## config.mk

```make
export PLATFORM = sky130hd
export DESIGN_NAME = simon_core_arbiter_flat
export DESIGN_NICKNAME = d
export VERILOG_FILES = /design/src/rtl/simon_core_arbiter_pkg.sv /design/src/rtl/simon_core_arbiter_if.sv /design/src/rtl/simon_core_arbiter_rr.sv /design/src/rtl/simon_core_arbiter.sv /design/src/flat_wrapper.sv
export SDC_FILE = /design/constraint.sdc
export NUM_CORES = 1
export LEC_CHECK = 0
export BUFFER_PORTS_ARGS = -buffer_cell sky130_fd_sc_hd__clkbuf_2
export CAP_MARGIN = 20
export CELL_PAD_IN_SITES_DETAIL_PLACEMENT = 1
export CELL_PAD_IN_SITES_GLOBAL_PLACEMENT = 1
export CORE_AREA = 2 2 402 404
export CTS_CLUSTER_SIZE = 20
export DETAILED_ROUTE_END_ITERATION = 8
export DIE_AREA = 0 0 404 406
export PLACE_DENSITY_LB_ADDON = 0.1
export RECOVER_POWER = 50
export SLEW_MARGIN = 20
export SYNTH_ARGS = -nofsm -noshare
export SYNTH_HDL_FRONTEND = slang
export SYNTH_SLANG_ARGS = --single-unit
```

## constraint.sdc

```tcl
create_clock -name clk -period 2.45 [get_ports clk]
set_input_delay 0.3675 -clock clk [delete_from_list [all_inputs] [get_ports clk]]
set_output_delay 0.3675 -clock clk [all_outputs]
set_load 0.02 [all_outputs]
```

## src/rtl/simon_core_arbiter_pkg.sv

```systemverilog
// Shared types and defaults for the SIMON core arbiter: FSM state encoding,
// core handshake bundle and the key re-expansion decision.
package simon_core_arbiter_pkg;

  localparam int SIMON_N = 64;
  localparam int SIMON_M = 2;

  typedef enum logic [2:0] {
    S_IDLE,
    S_ARB,
    S_KEY_REQ,
    S_KEY_WAIT,
    S_DATA_REQ,
    S_DATA_WAIT,
    S_ERR,
    S_RESP
  } arb_state_t;

  // One core handshake lane: "load" means the core can take a new pulse,
  // "done" means it has finished the work that pulse started.
  typedef struct packed {
    logic load;
    logic done;
  } core_hs_t;

  function automatic logic needs_rekey(input logic key_vld, input logic owner_match,
                                       input logic force_rekey);
    return !key_vld || !owner_match || force_rekey;
  endfunction

endpackage

```

## src/rtl/simon_core_arbiter_if.sv

```systemverilog
// Client request/response channel plus core handshake bundled for the arbiter.
// master = arbiter side, slave = clients and core.
interface simon_core_arbiter_if
  import simon_core_arbiter_pkg::*;
#(
  parameter int N  = SIMON_N,
  parameter int M  = SIMON_M,
  parameter int NC = 2
);
  logic [NC-1:0]                  req_valid;
  logic [NC-1:0]                  req_ready;
  logic [NC-1:0]                  req_enc_dec;
  logic [NC-1:0]                  req_rekey;
  logic [NC-1:0][1:0][N-1:0]      req_block;
  logic [NC-1:0][M-1:0][N-1:0]    req_key;
  logic [NC-1:0]                  resp_valid;
  logic [NC-1:0]                  resp_ready;
  logic [1:0][N-1:0]              resp_data;
  logic                           resp_err;
  logic                           core_newKey;
  logic                           core_newData;
  logic                           core_readData;
  logic                           core_enc_dec;
  logic [1:0][N-1:0]              core_BLOCK;
  logic [M-1:0][N-1:0]            core_KEY;
  logic                           core_loadKey;
  logic                           core_loadData;
  logic                           core_doneKey;
  logic                           core_doneData;
  logic [1:0][N-1:0]              core_outData;

  modport master (
    input  req_valid, req_enc_dec, req_rekey, req_block, req_key, resp_ready,
           core_loadKey, core_loadData, core_doneKey, core_doneData, core_outData,
    output req_ready, resp_valid, resp_data, resp_err,
           core_newKey, core_newData, core_readData, core_enc_dec, core_BLOCK, core_KEY
  );

  modport slave (
    output req_valid, req_enc_dec, req_rekey, req_block, req_key, resp_ready,
           core_loadKey, core_loadData, core_doneKey, core_doneData, core_outData,
    input  req_ready, resp_valid, resp_data, resp_err,
           core_newKey, core_newData, core_readData, core_enc_dec, core_BLOCK, core_KEY
  );

endinterface

```

## src/rtl/simon_core_arbiter_rr.sv

```systemverilog
// Combinational round-robin pick: first requester at or after ptr, wrapping.
module simon_rr_arbiter #(
  parameter int NC = 2,
  parameter int IW = 1
) (
  input  logic [NC-1:0] req_i,
  input  logic [IW-1:0] ptr_i,
  output logic [NC-1:0] grant_o,
  output logic [IW-1:0] idx_o,
  output logic          any_o
);

  logic [IW-1:0] cand;

  always_comb begin
    grant_o = '0;
    idx_o   = '0;
    any_o   = 1'b0;
    cand    = '0;
    for (int k = 0; k < NC; k++) begin
      cand = IW'((int'(ptr_i) + k) % NC);
      if (!any_o && req_i[cand]) begin
        any_o         = 1'b1;
        idx_o         = cand;
        grant_o[cand] = 1'b1;
      end
    end
  end

endmodule

```

## src/rtl/simon_core_arbiter.sv

```systemverilog
// Shares one SIMON core between NC clients: round-robin grant, key reuse across
// same-owner requests, core handshake sequencing with watchdog, per-client response.
module simon_core_arbiter
  import simon_core_arbiter_pkg::*;
#(
  parameter int N  = SIMON_N,
  parameter int M  = SIMON_M,
  parameter int NC = 2,
  parameter int WD = 255,
  parameter int WB = 8
) (
  input logic                  clk,
  input logic                  R,
  simon_core_arbiter_if.master bus
);

  localparam int IW = (NC > 2) ? 2 : 1;

  arb_state_t          state_q;
  logic [IW-1:0]       rr_ptr_q;
  logic [IW-1:0]       rr_ptr_d;
  logic [IW-1:0]       g_q;
  logic [IW-1:0]       key_own_q;
  logic                key_vld_q;
  logic [WB-1:0]       wd_q;
  logic [NC-1:0]       resp_valid_q;
  logic                resp_err_q;
  logic [1:0][N-1:0]   resp_data_q;
  logic                new_key_q;
  logic                new_data_q;
  logic                read_data_q;
  logic                enc_dec_q;
  logic [1:0][N-1:0]   block_q;
  logic [M-1:0][N-1:0] key_q;

  logic [NC-1:0]       grant;
  logic [IW-1:0]       gidx;
  logic                gany;
  logic [NC-1:0]       g_onehot;
  core_hs_t            key_hs;
  core_hs_t            data_hs;

  simon_rr_arbiter #(.NC(NC), .IW(IW)) u_rr (
    .req_i   (bus.req_valid),
    .ptr_i   (rr_ptr_q),
    .grant_o (grant),
    .idx_o   (gidx),
    .any_o   (gany)
  );

  assign rr_ptr_d     = IW'((int'(gidx) + 1) % NC);
  assign g_onehot     = NC'(1) << g_q;
  assign key_hs.load  = bus.core_loadKey;
  assign key_hs.done  = bus.core_doneKey;
  assign data_hs.load = bus.core_loadData;
  assign data_hs.done = bus.core_doneData;

  always_ff @(posedge clk) begin
    if (R) begin
      state_q      <= S_IDLE;
      rr_ptr_q     <= '0;
      g_q          <= '0;
      key_own_q    <= '0;
      key_vld_q    <= 1'b0;
      wd_q         <= '0;
      resp_valid_q <= '0;
      resp_err_q   <= 1'b0;
      resp_data_q  <= '0;
      new_key_q    <= 1'b0;
      new_data_q   <= 1'b0;
      read_data_q  <= 1'b0;
      enc_dec_q    <= 1'b0;
      block_q      <= '0;
      key_q        <= '0;
    end else begin
      new_key_q   <= 1'b0;
      new_data_q  <= 1'b0;
      read_data_q <= 1'b0;
      case (state_q)
        S_IDLE: begin
          if (|bus.req_valid) state_q <= S_ARB;
        end
        // Requester may have dropped valid since IDLE; fall back if nobody is left.
        S_ARB: begin
          if (gany) begin
            g_q       <= gidx;
            rr_ptr_q  <= rr_ptr_d;
            block_q   <= bus.req_block[gidx];
            key_q     <= bus.req_key[gidx];
            enc_dec_q <= bus.req_enc_dec[gidx];
            if (needs_rekey(key_vld_q, key_own_q == gidx, bus.req_rekey[gidx]))
              state_q <= S_KEY_REQ;
            else
              state_q <= S_DATA_REQ;
          end else begin
            state_q <= S_IDLE;
          end
        end
        S_KEY_REQ: begin
          if (key_hs.load) begin
            new_key_q <= 1'b1;
            wd_q      <= WB'(WD);
            key_vld_q <= 1'b0;
            state_q   <= S_KEY_WAIT;
          end
        end
        S_KEY_WAIT: begin
          if (key_hs.done) begin
            key_vld_q <= 1'b1;
            key_own_q <= g_q;
            state_q   <= S_DATA_REQ;
          end else if (wd_q == '0) begin
            state_q <= S_ERR;
          end else begin
            wd_q <= wd_q - 1'b1;
          end
        end
        S_DATA_REQ: begin
          if (data_hs.load) begin
            new_data_q <= 1'b1;
            wd_q       <= WB'(WD);
            state_q    <= S_DATA_WAIT;
          end
        end
        S_DATA_WAIT: begin
          if (data_hs.done) begin
            resp_data_q  <= bus.core_outData;
            read_data_q  <= 1'b1;
            resp_valid_q <= g_onehot;
            state_q      <= S_RESP;
          end else if (wd_q == '0) begin
            state_q <= S_ERR;
          end else begin
            wd_q <= wd_q - 1'b1;
          end
        end
        // Core state is unknown after a timeout, so the expanded key is discarded.
        S_ERR: begin
          key_vld_q    <= 1'b0;
          resp_err_q   <= 1'b1;
          resp_data_q  <= '0;
          resp_valid_q <= g_onehot;
          state_q      <= S_RESP;
        end
        S_RESP: begin
          enc_dec_q <= 1'b0;
          if (bus.resp_ready[g_q]) begin
            resp_valid_q <= '0;
            resp_err_q   <= 1'b0;
            state_q      <= S_IDLE;
          end
        end
        default: state_q <= S_IDLE;
      endcase
    end
  end

  assign bus.req_ready     = (state_q == S_ARB) ? grant : '0;
  assign bus.resp_valid    = resp_valid_q;
  assign bus.resp_data     = resp_data_q;
  assign bus.resp_err      = resp_err_q;
  assign bus.core_newKey   = new_key_q;
  assign bus.core_newData  = new_data_q;
  assign bus.core_readData = read_data_q;
  assign bus.core_enc_dec  = enc_dec_q;
  assign bus.core_BLOCK    = block_q;
  assign bus.core_KEY      = key_q;

endmodule

```

## src/flat_wrapper.sv

```systemverilog
// flat-port wrapper written by rule: the top's interface ports become plain ports
module simon_core_arbiter_flat import simon_core_arbiter_pkg::*;
#(
  parameter int N  = SIMON_N,
  parameter int M  = SIMON_M,
  parameter int NC = 2,
  parameter int WD = 255,
  parameter int WB = 8
)
  (clk, R, bus_req_valid, bus_req_enc_dec, bus_req_rekey, bus_req_block, bus_req_key, bus_resp_ready, bus_core_loadKey, bus_core_loadData, bus_core_doneKey, bus_core_doneData, bus_core_outData, bus_req_ready, bus_resp_valid, bus_resp_data, bus_resp_err, bus_core_newKey, bus_core_newData, bus_core_readData, bus_core_enc_dec, bus_core_BLOCK, bus_core_KEY);
  simon_core_arbiter_if #(.N(N), .M(M), .NC(NC)) bus_i ();
  input logic clk;
  input logic R;
  input wire logic [$bits(bus_i.req_valid)-1:0] bus_req_valid;
  input wire logic [$bits(bus_i.req_enc_dec)-1:0] bus_req_enc_dec;
  input wire logic [$bits(bus_i.req_rekey)-1:0] bus_req_rekey;
  input wire logic [$bits(bus_i.req_block)-1:0] bus_req_block;
  input wire logic [$bits(bus_i.req_key)-1:0] bus_req_key;
  input wire logic [$bits(bus_i.resp_ready)-1:0] bus_resp_ready;
  input wire logic [$bits(bus_i.core_loadKey)-1:0] bus_core_loadKey;
  input wire logic [$bits(bus_i.core_loadData)-1:0] bus_core_loadData;
  input wire logic [$bits(bus_i.core_doneKey)-1:0] bus_core_doneKey;
  input wire logic [$bits(bus_i.core_doneData)-1:0] bus_core_doneData;
  input wire logic [$bits(bus_i.core_outData)-1:0] bus_core_outData;
  output wire logic [$bits(bus_i.req_ready)-1:0] bus_req_ready;
  output wire logic [$bits(bus_i.resp_valid)-1:0] bus_resp_valid;
  output wire logic [$bits(bus_i.resp_data)-1:0] bus_resp_data;
  output wire logic [$bits(bus_i.resp_err)-1:0] bus_resp_err;
  output wire logic [$bits(bus_i.core_newKey)-1:0] bus_core_newKey;
  output wire logic [$bits(bus_i.core_newData)-1:0] bus_core_newData;
  output wire logic [$bits(bus_i.core_readData)-1:0] bus_core_readData;
  output wire logic [$bits(bus_i.core_enc_dec)-1:0] bus_core_enc_dec;
  output wire logic [$bits(bus_i.core_BLOCK)-1:0] bus_core_BLOCK;
  output wire logic [$bits(bus_i.core_KEY)-1:0] bus_core_KEY;
  assign bus_i.req_valid = bus_req_valid;
  assign bus_i.req_enc_dec = bus_req_enc_dec;
  assign bus_i.req_rekey = bus_req_rekey;
  assign bus_i.req_block = bus_req_block;
  assign bus_i.req_key = bus_req_key;
  assign bus_i.resp_ready = bus_resp_ready;
  assign bus_i.core_loadKey = bus_core_loadKey;
  assign bus_i.core_loadData = bus_core_loadData;
  assign bus_i.core_doneKey = bus_core_doneKey;
  assign bus_i.core_doneData = bus_core_doneData;
  assign bus_i.core_outData = bus_core_outData;
  assign bus_req_ready = bus_i.req_ready;
  assign bus_resp_valid = bus_i.resp_valid;
  assign bus_resp_data = bus_i.resp_data;
  assign bus_resp_err = bus_i.resp_err;
  assign bus_core_newKey = bus_i.core_newKey;
  assign bus_core_newData = bus_i.core_newData;
  assign bus_core_readData = bus_i.core_readData;
  assign bus_core_enc_dec = bus_i.core_enc_dec;
  assign bus_core_BLOCK = bus_i.core_BLOCK;
  assign bus_core_KEY = bus_i.core_KEY;
  simon_core_arbiter #(.N(N), .M(M), .NC(NC), .WD(WD), .WB(WB)) u_core (.clk(clk), .R(R), .bus(bus_i));
endmodule
```

==> run summary, run 1 <==
Worst Path Required: 2.97 ns
WHS Endpoint: u_core.bus.core_KEY[12]$_SDFFE_PP0P_
Max_cap viols: 0
Via count: 19,964
Hold_sp: bus_req_key[12]
Flops & latches, synth: 406
WP data arrival: 2.89 ns
Most frequent cells after synthesis: dfxtp_1, nand2_1, nor2_1, a222oi_1, a21oi_1
Number of synthesized flops with an enable pin: 0
Total Wirelength: 103,100 µm
Largest net degree at the start of global routing: 115
Syn Nets: 2,268
Setup violations, final: 0
Clock sink count: 406
Multi-input gate area: 5998 µm²
Worst r2r dst: u_core.bus.core_KEY[57]$_SDFFE_PP0P_
Initial antenna violation count: 7
Reg2reg start: u_core.state_q[0]$_SDFFE_PP0P_
Adder-cell share of the synthesized area: 0.3339%
Largest family of logic cells by synthesized area: compound AO/OA/AOI/OAI gates
Rows: 147
Setup TNS: 0 ns
Die footprint: 164,000 µm²
Seq. cell area: 8130 µm²
Crit start category: register
Leakage power: 0.01200 µW
Max Freq: 0.4209 GHz
Die H: 406 µm
CTS tree: done
Fill cells: 18,989
Syn Area/Cell: 9.309 µm²
Hold Crit Class: in -> reg
Global-route wire length before repair: 141,800 µm
Nets: 3,898
I/O Buffers: 1,046
Actual transition at the worst max-transition pin: 0.7905 ns
CTS root buf: clkbuf_16
Share of cells above drive strength 1: 25.49%
DRC viols: 0
Asr flop ratio synth: 0%
Post-synthesis simple-gate area fraction: 15.33%
Status: completed
CP endpoint kind: register
Worst-path fanout max: 19
DIE WIDTH: 404 µm
First-pass DRT Iterations: 9
Core footprint: 159,600 µm²
Yosys cell types: 48
Cell with the most instances after synthesis: dfxtp_1
Initial drt markers: 1,952
Synth area leader: dfxtp_1
Most used DFF post-synth: dfxtp_1
Relative slew slack: 47.30%
GRT Total Usage: 11.45%
Worst-skew pair later-pin latency: 0.64 ns
Max Slew Vio Count: 0
Total CTS buffers: 56
Worst-path clk slew: 0.06 ns
Starting Density: 9.388%
Post-DP HPWL: 73,930 µm
Area Growth Syn to Fin: 104.3%
# H-tree levels: 2
Global route overflow: 0
Synth Area in Compound Gates: 23.82%
Final hold vios: 0
Peak supply drop: 0.4403 mV
FF-to-FF setup slack: 0.07 ns
WHS Path Cells: 3
Ports: 1,047
Drt wl/cell: 19.20 µm
Clock buffer depth: 3
XOR/XNOR Fraction of Synth Area: 0%
Crit path kind: reg -> reg
Mux contribution to synthesized area: 0.2671%
Final setup margin: 0.07429 ns
Post-synth top area share: 54.23%
Minimum clock period: 2.376 ns
Final period util: 96.97%
Routability Congestion: 0.8333
Number of global-route vias before repair: 21,392
Via-to-Cell Ratio: 3.717
Synth area leaders: dfxtp_1, a222oi_1, nand2_1
Routed Antenna Nets: 0
Yosys warnings: 0
R2R depth: 8
Post-Syn Area: 14,990 µm²
Max Clock Skew: 0.02191 ns
Place WS: 0.4240 ns
Post-synthesis cell count: 1,610
Power Density: 712.3 nW/µm²
Sequential-to-total area share from yosys stat: 54.23%
==> cells by family after synthesis <==
logic type,after synthesis
AO/OA/AOI/OAI,438
adder cells (fa/ha/maj),4
buffers and inverters,175
flip-flops,406
multiplexers,4
AND/OR/NAND/NOR,583
==> through the flow <==
| stage | hold WS [ns] | cells | power (µW) | area (µm²) | utilization, % |
|---|---|---|---|---|---|
| 5_1_grt | 0.006415 | 5368 | 23120 | 30610 | 19.17 |
| 6_report | 0.005357 | 5371 | 21810 | 30620 | 19.18 |
| 3_5_place_dp | 0.4459 | 4639 | 12460 | 22810 | 14.29 |
| 3_3_place_gp | 0.4433 | 4639 | 12470 | 22810 | 14.29 |
| 2_1_floorplan | 0.4558 | 1610 | 10280 | 14990 | - |
| 4_1_cts | 0.002195 | 5365 | 22270 | 30920 | 19.37 |
==> critical path, stage by stage, from the launching register on <==
cell and delay, ns:
dfxtp_1 0.31, nor2b_4 0.12, and2_4 0.17, and3_4 0.21, buf_16 0.17, clkbuf_16 0.22
a222oi_1 0.35, nor2_1 0.06, dlygate4sd3_1 0.58
==> area by class of cell <==
cell class | instances | share of cell area, %
Antenna cell | 5 | 0.04087
Clock buffer | 87 | 5.350
Clock inverter | 11 | 0.3678
Inverter | 10 | 0.1308
Multi-Input combinational cell | 1029 | 19.59
Sequential cell | 406 | 26.56
Tap cell | 2086 | 8.525
Timing Repair Buffer | 1737 | 39.44
==> routing by layer <==
layer	routed length (µm)	vias up	global-route usage [%]	share of wire, %
met4	3057	2	3.600	3.0
met3	7592	119	3.321	7.4
met2	54410	798	21.77	53
li1	-	9284	-	-
met5	20	-	0	0.019
met1	38060	9761	12.00	37
==> flip-flops by register name (all words and copies together), names as in the netlist <==
name,cells
u_core.key_vld_q,1
u_core.rr_ptr_q,1
u_core.bus.resp_data,128
u_core.bus.core_newData,1
u_core.bus.core_BLOCK,128
u_core.bus.resp_err,1
u_core.wd_q,8
u_core.bus.core_enc_dec,1
u_core.bus.resp_valid,2
u_core.key_own_q,1
u_core.bus.core_KEY,128
u_core.state_q,3
u_core.g_q,1
u_core.bus.core_readData,1
u_core.bus.core_newKey,1
==> placed cells by master, fill, tap and decap left out, types with 13 or more instances in the layout <==
cell and instances:
a21oi_1 141, a222oi_1 256, buf_12 21, buf_4 39, clkbuf_1 402, clkbuf_16 63, clkbuf_2 661, clkbuf_8 13
dfxtp_1 404, dlygate4sd3_1 609, nand2_1 272, nor2_1 270
==> how the worst max path moves through the flow <==
stage,startpoint,endpoint,slack [ns],cells after the start
after detailed placement,bus_req_valid[0],u_core.bus.core_KEY[73]$_SDFFE_PP0P_,0.42,9
after CTS,u_core.state_q[0]$_SDFFE_PP0P_,u_core.bus.core_BLOCK[49]$_SDFFE_PP0P_,0.01,9
final,u_core.state_q[0]$_SDFFE_PP0P_,u_core.bus.core_KEY[57]$_SDFFE_PP0P_,0.07,8
after global placement,bus_req_valid[0],u_core.bus.core_KEY[69]$_SDFFE_PP0P_,0.41,9
after floorplan,u_core.state_q[1]$_SDFFE_PP0P_,u_core.wd_q[7]$_SDFFE_PP0P_,0.57,6
after global routing,u_core.state_q[0]$_SDFFE_PP0P_,bus_req_ready[0],-0.0004,5
==> repair_timing <==
item | 4_1_cts | 5_1_grt
hold buffers | 624 | 5
pin swaps | 1 | 16
setup buffers | 2 | 6
cloned | 2 | 8
gates resized for setup | 6 | 19
setup endpoints to repair | 2 | 110
hold endpoints to repair | 385 | 5
==> power by group <==
| part | total (µW) | internal [µW] | switching [µW] |
|---|---|---|---|
| registers | 7600 | 7200 | 403 |
| clock network | 8030 | 4660 | 3370 |
| logic | 6170 | 2860 | 3320 |
(Power assumes the default switching activity.)
==> run 2, diff against run 1 <==
CORE_AREA = 2 2 412 414   (was 2 2 402 404)
DIE_AREA = 0 0 414 416   (was 0 0 404 406)
MAX_ROUTING_LAYER = met4   (was default)
clock period = 2 ns   (was 2.45 ns; I/O delays follow)
==> run summary, run 2 (synthesis results as in run 1) <==
Status: finished, violations left
Failing checks: design-rule violations, negative setup slack
Routed Antenna Nets: 0 (unchanged)
Final setup margin: -0.03443 ns (-0.1087 ns)
Worst r2r dst: u_core.bus.resp_data[78]$_SDFFE_PP0P_
R2R depth: 7 (-1)
Global-route wire length before repair: 147,400 µm (+3.9%)
Share of cells above drive strength 1: 27.77% (+2.3 points)
Total CTS buffers: 60 (+7.1%)
Crit start category: register
Total Wirelength: 102,800 µm (-0.38%)
Post-Place Cell Area: 23,190 µm² (+1.6%)
Commonest non-fill, non-tap cell in the layout: clkbuf_2
I/O Buffers: 1,046 (unchanged)
Final period util: 101.7%
Crit-path slowest cell: dfxtp_2
Final hold vios: 0 (unchanged)
Fill cells: 19,996 (+5.3%)
WHS: 0.06333 ns (+0.05798 ns)
First-pass DRT Iterations: 9 (unchanged)
RSZ-0062 raised after global routing: true
Actual transition at the worst max-transition pin: 0.6398 ns (-0.1506 ns)
Leakage power: 0.01258 µW (+4.9%)
Post-DP HPWL: 76,870 µm (+4.0%)
Clock buffer depth: 3 (unchanged)
Hold_sp: bus_req_key[115]
DRC viols: 4 (+4)
CP endpoint kind: output port
Routability Congestion: 0.7995 (-4.1%)
Worst-path fanout max: 2 (-17)
Drt wl/cell: 18.45 µm (-3.9%)
Max Freq: 0.4915 GHz
Placed Cells incl. Taps: 4,792 (+3.3%)
Area Growth Syn to Fin: 110.1%
Via-to-Cell Ratio: 3.601 (-3.1%)
GRT Total Usage: 11.68% (+0.23 points)
CP max stage delay: 0.33 ns (-0.25 ns)
Non-filler instance count after layout: 5,568 (+3.7%)
Worst-path clk slew: 0.06 ns (about the same)
Worst-skew pair later-pin latency: 0.67 ns (+0.03 ns)
Die footprint: 172,200 µm² (+5.0%)
Relative slew slack: 57.35% (+10 points)
Global route overflow: 0 (unchanged)
Starting Density: 8.914% (-0.47 points)
Nets: 3,945 (+1.2%)
Commonest non-fill, non-tap cells in the layout: clkbuf_2, dlygate4sd3_1, dfxtp_1, clkbuf_1, nand2_1
Via count: 20,050 (+0.43%)
Clock sink count: 406 (unchanged)
Reg2reg start: u_core.state_q[1]$_SDFFE_PP0P_
DIE WIDTH: 414 µm (+2.5%)
Largest net degree at the start of global routing: 94 (-18%)
CTS tree: done
Core footprint: 168,100 µm² (+5.3%)
Peak supply drop: 0.6481 mV (+47%)
Minimum clock period: 2.034 ns
Worst Path Required: 1.70 ns (-1.27 ns)
Initial antenna violation count: 13 (+6)
Number of global-route vias before repair: 22,019 (+2.9%)
Rows: 151 (+2.7%)
Max Slew Vio Count: 0 (unchanged)
Max Clock Skew: 0.01877 ns (-0.003141 ns)
Die H: 416 µm (+2.5%)
CTS root buf: clkbuf_16
Crit path kind: reg -> out
Max_cap viols: 0 (unchanged)
Power Density: 868.6 nW/µm² (+22%)
Ports: 1,047 (unchanged)
Fin area: 31,490 µm² (+2.9%)
WHS Path Cells: 3 (unchanged)
# H-tree levels: 2 (unchanged)
Setup TNS: -0.04633 ns (-0.04633 ns)
WP data arrival: 1.73 ns (-1.16 ns)
Crit-path leading delay family: simple AND/OR/NAND/NOR gates
Initial drt markers: 1,519 (-22%)
Setup violations, final: 5 (+5)
Cell breakdown of the critical path: nor2b_4, buf_6, nor3b_4, buf_12, buf_8
FF-to-FF setup slack: 0 ns (-0.07 ns)
Hold Crit Class: in -> reg
CP bufs+invs: 3 (unchanged)
WHS Endpoint: u_core.bus.core_KEY[115]$_SDFFE_PP0P_
-- run 2: worst register-to-register path, delay by kind of cell (launching register included) --
kind,cells,cell delay [ns]
buffers and inverters,3,0.79
flip-flops,1,0.34
AO/OA/AOI/OAI,1,0.06
AND/OR/NAND/NOR,3,0.70
-- run 2: metal layers --
metal / global-route usage, % / vias to the layer above / routed length, µm
met1: 11.98 / 9708 / 38350
met2: 21.29 / 780 / 53910
met5: - / - / 0
met3: 3.116 / 152 / 7017
met4: 4.216 / 0 / 3478
li1: - / 9410 / -
-- run 2: layout make-up --
cell class	count	area [µm²]	area share, %
flip-flops and latches	406	8130	25.82
inverters	10	40.04	0.1272
repair buffers	1780	12460	39.58
multi-input cells	1029	6017	19.11
clock inverters	19	214.0	0.6795
clock buffers	94	1819	5.777
diodes	12	30.03	0.09536
well taps	2218	2775	8.813
-- run 2: power by group --
group	total (µW)	switching, µW	leakage (µW)	internal, µW
sequential	9300	476	0.00330	8820
combinational	7020	3930	0.00828	3090
clock	11000	4420	0.00101	6610
total	27400	8830	0.0126	18500
-- run 2: how the worst max path moves through the flow --
| stage | depth (start not counted) | slack (ns) | to | start |
|---|---|---|---|---|
| floorplan | 6 | 0.12 | u_core.wd_q[7]$_SDFFE_PP0P_ | u_core.state_q[1]$_SDFFE_PP0P_ |
| global placement | 5 | 0.04 | u_core.wd_q[7]$_SDFFE_PP0P_ | u_core.state_q[2]$_SDFFE_PP0P_ |
| detailed placement | 5 | 0.11 | u_core.wd_q[7]$_SDFFE_PP0P_ | u_core.state_q[2]$_SDFFE_PP0P_ |
| CTS | 5 | -0.14 | bus_req_ready[1] | u_core.state_q[0]$_SDFFE_PP0P_ |
| global route | 5 | -0.15 | bus_req_ready[1] | u_core.state_q[0]$_SDFFE_PP0P_ |
| finish | 5 | -0.03 | bus_req_ready[1] | u_core.state_q[0]$_SDFFE_PP0P_ |
-- run 2: what timing repair did --
action                                  in CTS  in global routing
hold buffers                               644                  0
resized for setup                           10                 12
endpoints found under the setup margin       2                229
pin swaps                                    3                  1
hold endpoints to repair                   393                  0
buffers inserted                             6                  0
gates cloned                                 2                  1
-- run 2: through the flow --
stage / power, µW / setup slack (ns) / util (%)
finish: 27350 / -0.03443 / 18.73
global route: 28900 / -0.1523 / 18.73
CTS: 28160 / -0.1410 / 18.91
detailed placement: 15480 / 0.1118 / 13.79
global placement: 15440 / 0.04334 / 13.79
floorplan: 12600 / 0.1209 / -
